### config.mk
export PLATFORM = sky130hd
export DESIGN_NAME = instr_mem
export DESIGN_NICKNAME = d
export VERILOG_FILES = /design/src/rtl/instr_mem.sv
export SDC_FILE = /design/constraint.sdc
export NUM_CORES = 2
export LEC_CHECK = 0
export CAP_MARGIN = 15
export CORE_MARGIN = 5
export CORE_UTILIZATION = 55
export CTS_CLUSTER_DIAMETER = 80
export DETAILED_ROUTE_END_ITERATION = 8
export PLACE_DENSITY_LB_ADDON = 0.15
export REMOVE_ABC_BUFFERS = 1
export SLEW_MARGIN = 20
export SYNTH_ARGS = -nofsm -noshare
export SYNTH_HDL_FRONTEND = slang
export SYNTH_SLANG_ARGS = --single-unit
### constraint.sdc
create_clock -name clk -period 6 [get_ports clk]
set_input_delay 0.6 -clock clk [delete_from_list [all_inputs] [get_ports clk]]
set_output_delay 0.6 -clock clk [all_outputs]
set_load 0.005 [all_outputs]
### src/rtl/instr_mem.sv
// instr_mem: clocked instruction memory with a valid/ready fetch port,
// a run-time program-load port and a power-up clear sequencer.
// Optional macro IMEM_PARITY_EN: each word stores one even-parity bit and
// parity_err flags a mismatch on the response beat. Without it, parity_err
// is tied low.
// rst_n asserts asynchronously. Its release is expected to be already
// synchronous to clk, so INIT starts on the first edge after release.
//
// state | meaning
// ------+-----------------------------------------------
// INIT  | clearing word[cnt] to NOP, one word per cycle
// RUN   | fetch and load ports active; left only by reset
module instr_mem #(
    parameter int DATA_W = 16,
    parameter int ADDR_W = 16,
    parameter int DEPTH  = 256
) (
    input  logic              clk,
    input  logic              rst_n,
    input  logic              fetch_req,
    input  logic [ADDR_W-1:0] fetch_addr,
    output logic              fetch_ready,
    output logic              fetch_valid,
    output logic [DATA_W-1:0] fetch_instr,
    output logic              fetch_oob,
    input  logic              fetch_take,
    input  logic              load_en,
    input  logic [ADDR_W-1:0] load_addr,
    input  logic [DATA_W-1:0] load_data,
    output logic              load_ack,
    output logic              init_busy,
    output logic              parity_err
);

    localparam int CNT_W = (DEPTH > 1) ? $clog2(DEPTH) : 1;
    // One extra bit so DEPTH == 2**ADDR_W is still representable.
    localparam logic [ADDR_W:0]  DEPTH_X = (ADDR_W + 1)'(DEPTH);
    localparam logic [CNT_W-1:0] LAST    = CNT_W'(DEPTH - 1);

    typedef enum logic {
        ST_INIT = 1'b0,
        ST_RUN  = 1'b1
    } state_t;

    state_t            state, state_nxt;
    logic [CNT_W-1:0]  cnt, cnt_nxt;
    logic [DATA_W-1:0] mem [DEPTH];

    logic              fetch_acc;
    logic              fetch_hit;
    logic              load_hit;
    logic [CNT_W-1:0]  fetch_idx;
    logic [CNT_W-1:0]  load_idx;

    // Range checks use the full address; only the low bits index the array.
    assign fetch_hit = {1'b0, fetch_addr} < DEPTH_X;
    assign load_hit  = {1'b0, load_addr} < DEPTH_X;
    assign fetch_idx = fetch_addr[CNT_W-1:0];
    assign load_idx  = load_addr[CNT_W-1:0];
    assign fetch_acc = fetch_req && fetch_ready;

    // State register and clear counter.
    always_ff @(posedge clk or negedge rst_n) begin
        if (!rst_n) begin
            state <= ST_INIT;
            cnt   <= '0;
        end else begin
            state <= state_nxt;
            cnt   <= cnt_nxt;
        end
    end

    // Next state, clear-counter advance and handshake outputs.
    always_comb begin
        state_nxt   = state;
        cnt_nxt     = cnt;
        init_busy   = 1'b0;
        fetch_ready = 1'b0;
        case (state)
            ST_INIT: begin
                init_busy = 1'b1;
                cnt_nxt   = cnt + 1'b1;
                if (cnt == LAST) begin
                    state_nxt = ST_RUN;
                    cnt_nxt   = '0;
                end
            end
            ST_RUN: begin
                fetch_ready = !fetch_valid || fetch_take;
            end
            default: begin
                state_nxt = ST_INIT;
            end
        endcase
    end

    // Array write port: clear during INIT, program loads during RUN.
    always_ff @(posedge clk) begin
        if (state == ST_INIT) begin
            mem[cnt] <= '0;
        end else if (load_en && load_hit) begin
            mem[load_idx] <= load_data;
        end
    end

    // Response beat; the array read sees the pre-edge contents, so a
    // same-cycle load to the fetched address returns the old word.
    always_ff @(posedge clk or negedge rst_n) begin
        if (!rst_n) begin
            fetch_valid <= 1'b0;
            fetch_instr <= '0;
            fetch_oob   <= 1'b0;
        end else if (fetch_acc) begin
            fetch_valid <= 1'b1;
            fetch_instr <= fetch_hit ? mem[fetch_idx] : '0;
            fetch_oob   <= !fetch_hit;
        end else if (fetch_take) begin
            fetch_valid <= 1'b0;
        end
    end

    // Load acknowledge, one cycle after any load seen in RUN.
    always_ff @(posedge clk or negedge rst_n) begin
        if (!rst_n) begin
            load_ack <= 1'b0;
        end else begin
            load_ack <= (state == ST_RUN) && load_en;
        end
    end

`ifdef IMEM_PARITY_EN
    logic mem_par [DEPTH];
    logic par_err_q;

    // Parity column write port, mirrors the data array writes.
    always_ff @(posedge clk) begin
        if (state == ST_INIT) begin
            mem_par[cnt] <= 1'b0;
        end else if (load_en && load_hit) begin
            mem_par[load_idx] <= ^load_data;
        end
    end

    // Parity check result, held with the beat and cleared when it is taken.
    always_ff @(posedge clk or negedge rst_n) begin
        if (!rst_n) begin
            par_err_q <= 1'b0;
        end else if (fetch_acc) begin
            par_err_q <= fetch_hit && ((^mem[fetch_idx]) ^ mem_par[fetch_idx]);
        end else if (fetch_take) begin
            par_err_q <= 1'b0;
        end
    end

    assign parity_err = par_err_q;
`else
    assign parity_err = 1'b0;
`endif

endmodule

==> results.sh <==
export IMPL_ys_types=89
export IMPL_synthXorXnorAreaFrac_pct=0.02179
export IMPL_drv_slew=0
export IMPL_synthCells=7726
export IMPL_ys_ff_latch=4124
export IMPL_critPathRequiredTime_ps=6560
export IMPL_tns_ps=0
export IMPL_reg2regPathDepth=8
export IMPL_grt_ovfl_total=0
export IMPL_rsz0062_at_grt="false"
export IMPL_gp_congestion=0.9460
export IMPL_cts_resized=0
export IMPL_rr_endpoint="mem[19][14]$_DFFE_PP_"
export IMPL_die_area_sq_um=303300
export IMPL_max_cap_violations=0
export IMPL_seq_area_frac_synth_pct=76.93
export IMPL_remaining_drc_errors=0
export IMPL_die_h_um=550.7
export IMPL_hold_path_end="load_ack$_DFF_PN0_"
export IMPL_cts_tree="built"
export IMPL_nets=8379
export IMPL_yosysWarnings=0
export IMPL_p_leak_nw=48.64
export IMPL_clk_path_buf_depth=4
export IMPL_detail_route_first_pass_iterations=7
export IMPL_synth_top_area_cell="edfxtp_1"
export IMPL_avgViaCountPerCell=6.834
export IMPL_period_needed_ps=4451
export IMPL_hold_path_class="in2reg"
export IMPL_netlist_area_sq_um=160800
export IMPL_num_vias=86020
export IMPL_setup_viol=0
export IMPL_synth_most_common_cell="edfxtp_1"
export IMPL_status="finished, final reports clean"
export IMPL_ant_nets=0
export IMPL_synthTopCellsByArea="edfxtp_1, mux4_2, mux2i_1"
export IMPL_finalCritPeriodShare_pct=74.19
export IMPL_cts_buffers=411
export IMPL_rows=198
export IMPL_grt_max_degree=160
export IMPL_clock_sinks=4124
export IMPL_crit_path_top_delay_cell="nor2_2"
export IMPL_drive_gt1_share_pct=25.03
export IMPL_async_reset_ff_share_pct=0.6790
export IMPL_avgSynthCellArea_sq_um=20.81
export IMPL_insertion_delay_ps=960
export IMPL_yosys_area_share_adder_pct=0.007781
export IMPL_grt_pass1_wl_mm=674.5
export IMPL_r2r_start="state$_DFF_PN0_"
export IMPL_grt_pass1_vias=83410
export IMPL_arrival_ps=5010
export IMPL_grtUsageTotal_pct=32.16
export IMPL_path_max_fanout=21
export IMPL_start_kind="primary input"
export IMPL_worst_slew_pin_slew_ps=1259
export IMPL_path_cells="clkdlybuf4s50_1, nor4b_1, and4_1, nand3_1, o31ai_1, o21ai_0, nand2b_2, nor2_2"
export IMPL_clkTransAtPathRegs_ps=60
export IMPL_reg2reg_slack_ps=1710
export IMPL_p_per_area_nw_per_um2=320.4
export IMPL_synth_commonest_cells="edfxtp_1, mux4_2, mux2i_1"
export IMPL_synthToLayoutAreaGrowth_pct=13.20
export IMPL_finClkSkew_ps=43.99
export IMPL_yosys_area_share_simple_pct=2.532
export IMPL_cts_setup_buffers=0
export IMPL_num_fill_cells=19930
export IMPL_criticalPathCategory="in2reg"
export IMPL_port_buffers=73
export IMPL_initial_core_util_pct=55.24
export IMPL_vdd_drop_max_mv=0.2711
export IMPL_ys_flop_type="edfxtp_1"
export IMPL_endpoint_kind="flip-flop"
export IMPL_synth_compound_area_share_pct=3.735
export IMPL_maxSlewHeadroom_pct=15.30
export IMPL_hold_depth=2
export IMPL_synth_top_area_share_pct=76.49
export IMPL_hold_viol_final=0
export IMPL_dpl_hpwl_mm=310.5
export IMPL_critPathMaxStageDelay_ps=1070
export IMPL_p_total_mw=58.32
export IMPL_cts_htree_levels=5
export IMPL_min_from="load_en"
export IMPL_io_pins=75
export IMPL_synth_edff_count=4096
export IMPL_routedWlPerCell_um=38.89
export IMPL_fmax_mhz=224.7
export IMPL_grt_antenna_before_repair=25
export IMPL_synth_top_family_by_area="multiplexers"
export IMPL_clockRootBuffer="clkbuf_16"
export IMPL_die_x_um=550.7
export IMPL_initialDrtViolationCount=14340
export IMPL_routed_wirelength_mm=489.5
export IMPL_synthMuxAreaShare_pct=14.69
export IMPL_final_util_pct=62.53
export IMPL_core_sq_um=291100
[per-layer routing]
layer | part of all wire, % | GRT usage (%) | vias up | wire, um
li1 | - | - | 33550 | -
met1 | 37 | 45.90 | 45280 | 179700
met2 | 45 | 47.53 | 6124 | 219700
met3 | 13 | 8.212 | 1058 | 62390
met4 | 5.6 | 14.48 | 14 | 27560
met5 | 0.033 | 0.2033 | - | 163
[critical path, delay by kind of cell]
family          cells  cell delay (ps)
simple gates        5             3260
compound gates      2              630
buf+inv             1              480
[sequential cells by signal, indices dropped and copies added, names as in the netlist]
signal and cells:
load_ack 1, state 1, mem 4096, fetch_oob 1, fetch_instr 16, fetch_valid 1
cnt 8
[kinds of logic (layout without fill, tap and decap cells)]
kind of cell,count (synthesis),after routing
buf+inv,463,1404
xor+xnor,4,4
mux,1369,1369
flops,4124,4124
other cells,1,21
compound gates,863,863
fa+ha+maj,1,1
simple gates,901,901
[worst max path at each step]
stage          cells past startpoint                         end           from  slack [ps]
5_1_grt                            8      mem[212][10]$_DFFE_PP_  load_addr[10]        1360
6_report                           8       mem[212][0]$_DFFE_PP_        load_en        1550
2_1_floorplan                      3         mem[0][0]$_DFFE_PP_  load_addr[10]          50
3_5_place_dp                       8       mem[212][0]$_DFFE_PP_        load_en         720
3_3_place_gp                      10  fetch_instr[2]$_DFFE_PN0P_  fetch_addr[0]         210
4_1_cts                            8       mem[212][2]$_DFFE_PP_        load_en        1710
[metrics by stage]
stage	hold WS (ps)	cells	setup WS [ps]	cell area (sq um)
2_1_floorplan	304.4	7276	49.44	157500
3_3_place_gp	463.8	11810	213.7	168800
3_5_place_dp	467.8	11810	721.6	168800
4_1_cts	240.2	12570	1708	181900
5_1_grt	264.1	12570	1358	182000
6_report	293.7	12590	1549	182000
[cell usage in the layout (no fill, tap or decap), drive strengths merged, types with 38 or more instances in the layout]
| master | instances |
|---|---|
| mux4 | 786 |
| nor3 | 53 |
| nor2 | 369 |
| mux2i | 547 |
| clkbuf | 510 |
| clkdlybuf4s50 | 65 |
| nand3 | 76 |
| a22oi | 83 |
| o221ai | 133 |
| a31oi | 41 |
| o22ai | 140 |
| edfxtp | 4096 |
| a21oi | 167 |
| nand2 | 218 |
| clkinv | 178 |
| o21ai | 100 |
| bufinv | 38 |
| buf | 570 |
[repair_timing]
item,4_1_cts,5_1_grt
hold buffers,1,0
endpoints found under the setup margin,0,0
endpoints found under the hold margin,28,0
[power breakdown]
group          total (mW)  internal (mW)  switching [mW]  leakage, nW
logic                1.92          0.593            1.33         13.5
registers            31.2           31.2               0         28.7
clock network        25.2           14.4            10.8         6.37
[cell type report]
type	count	area, sq um	share of cell area, %
repair buffers	636	5917	3.251
clock inverters	245	2311	1.270
flip-flops and latches	4124	123700	67.96
clock buffers	510	10790	5.929
multi-input cells	3139	34310	18.85
well taps	3900	4880	2.681
inverters	13	63.81	0.03506
diodes	20	50.05	0.02750
(Power assumes the default switching activity.)
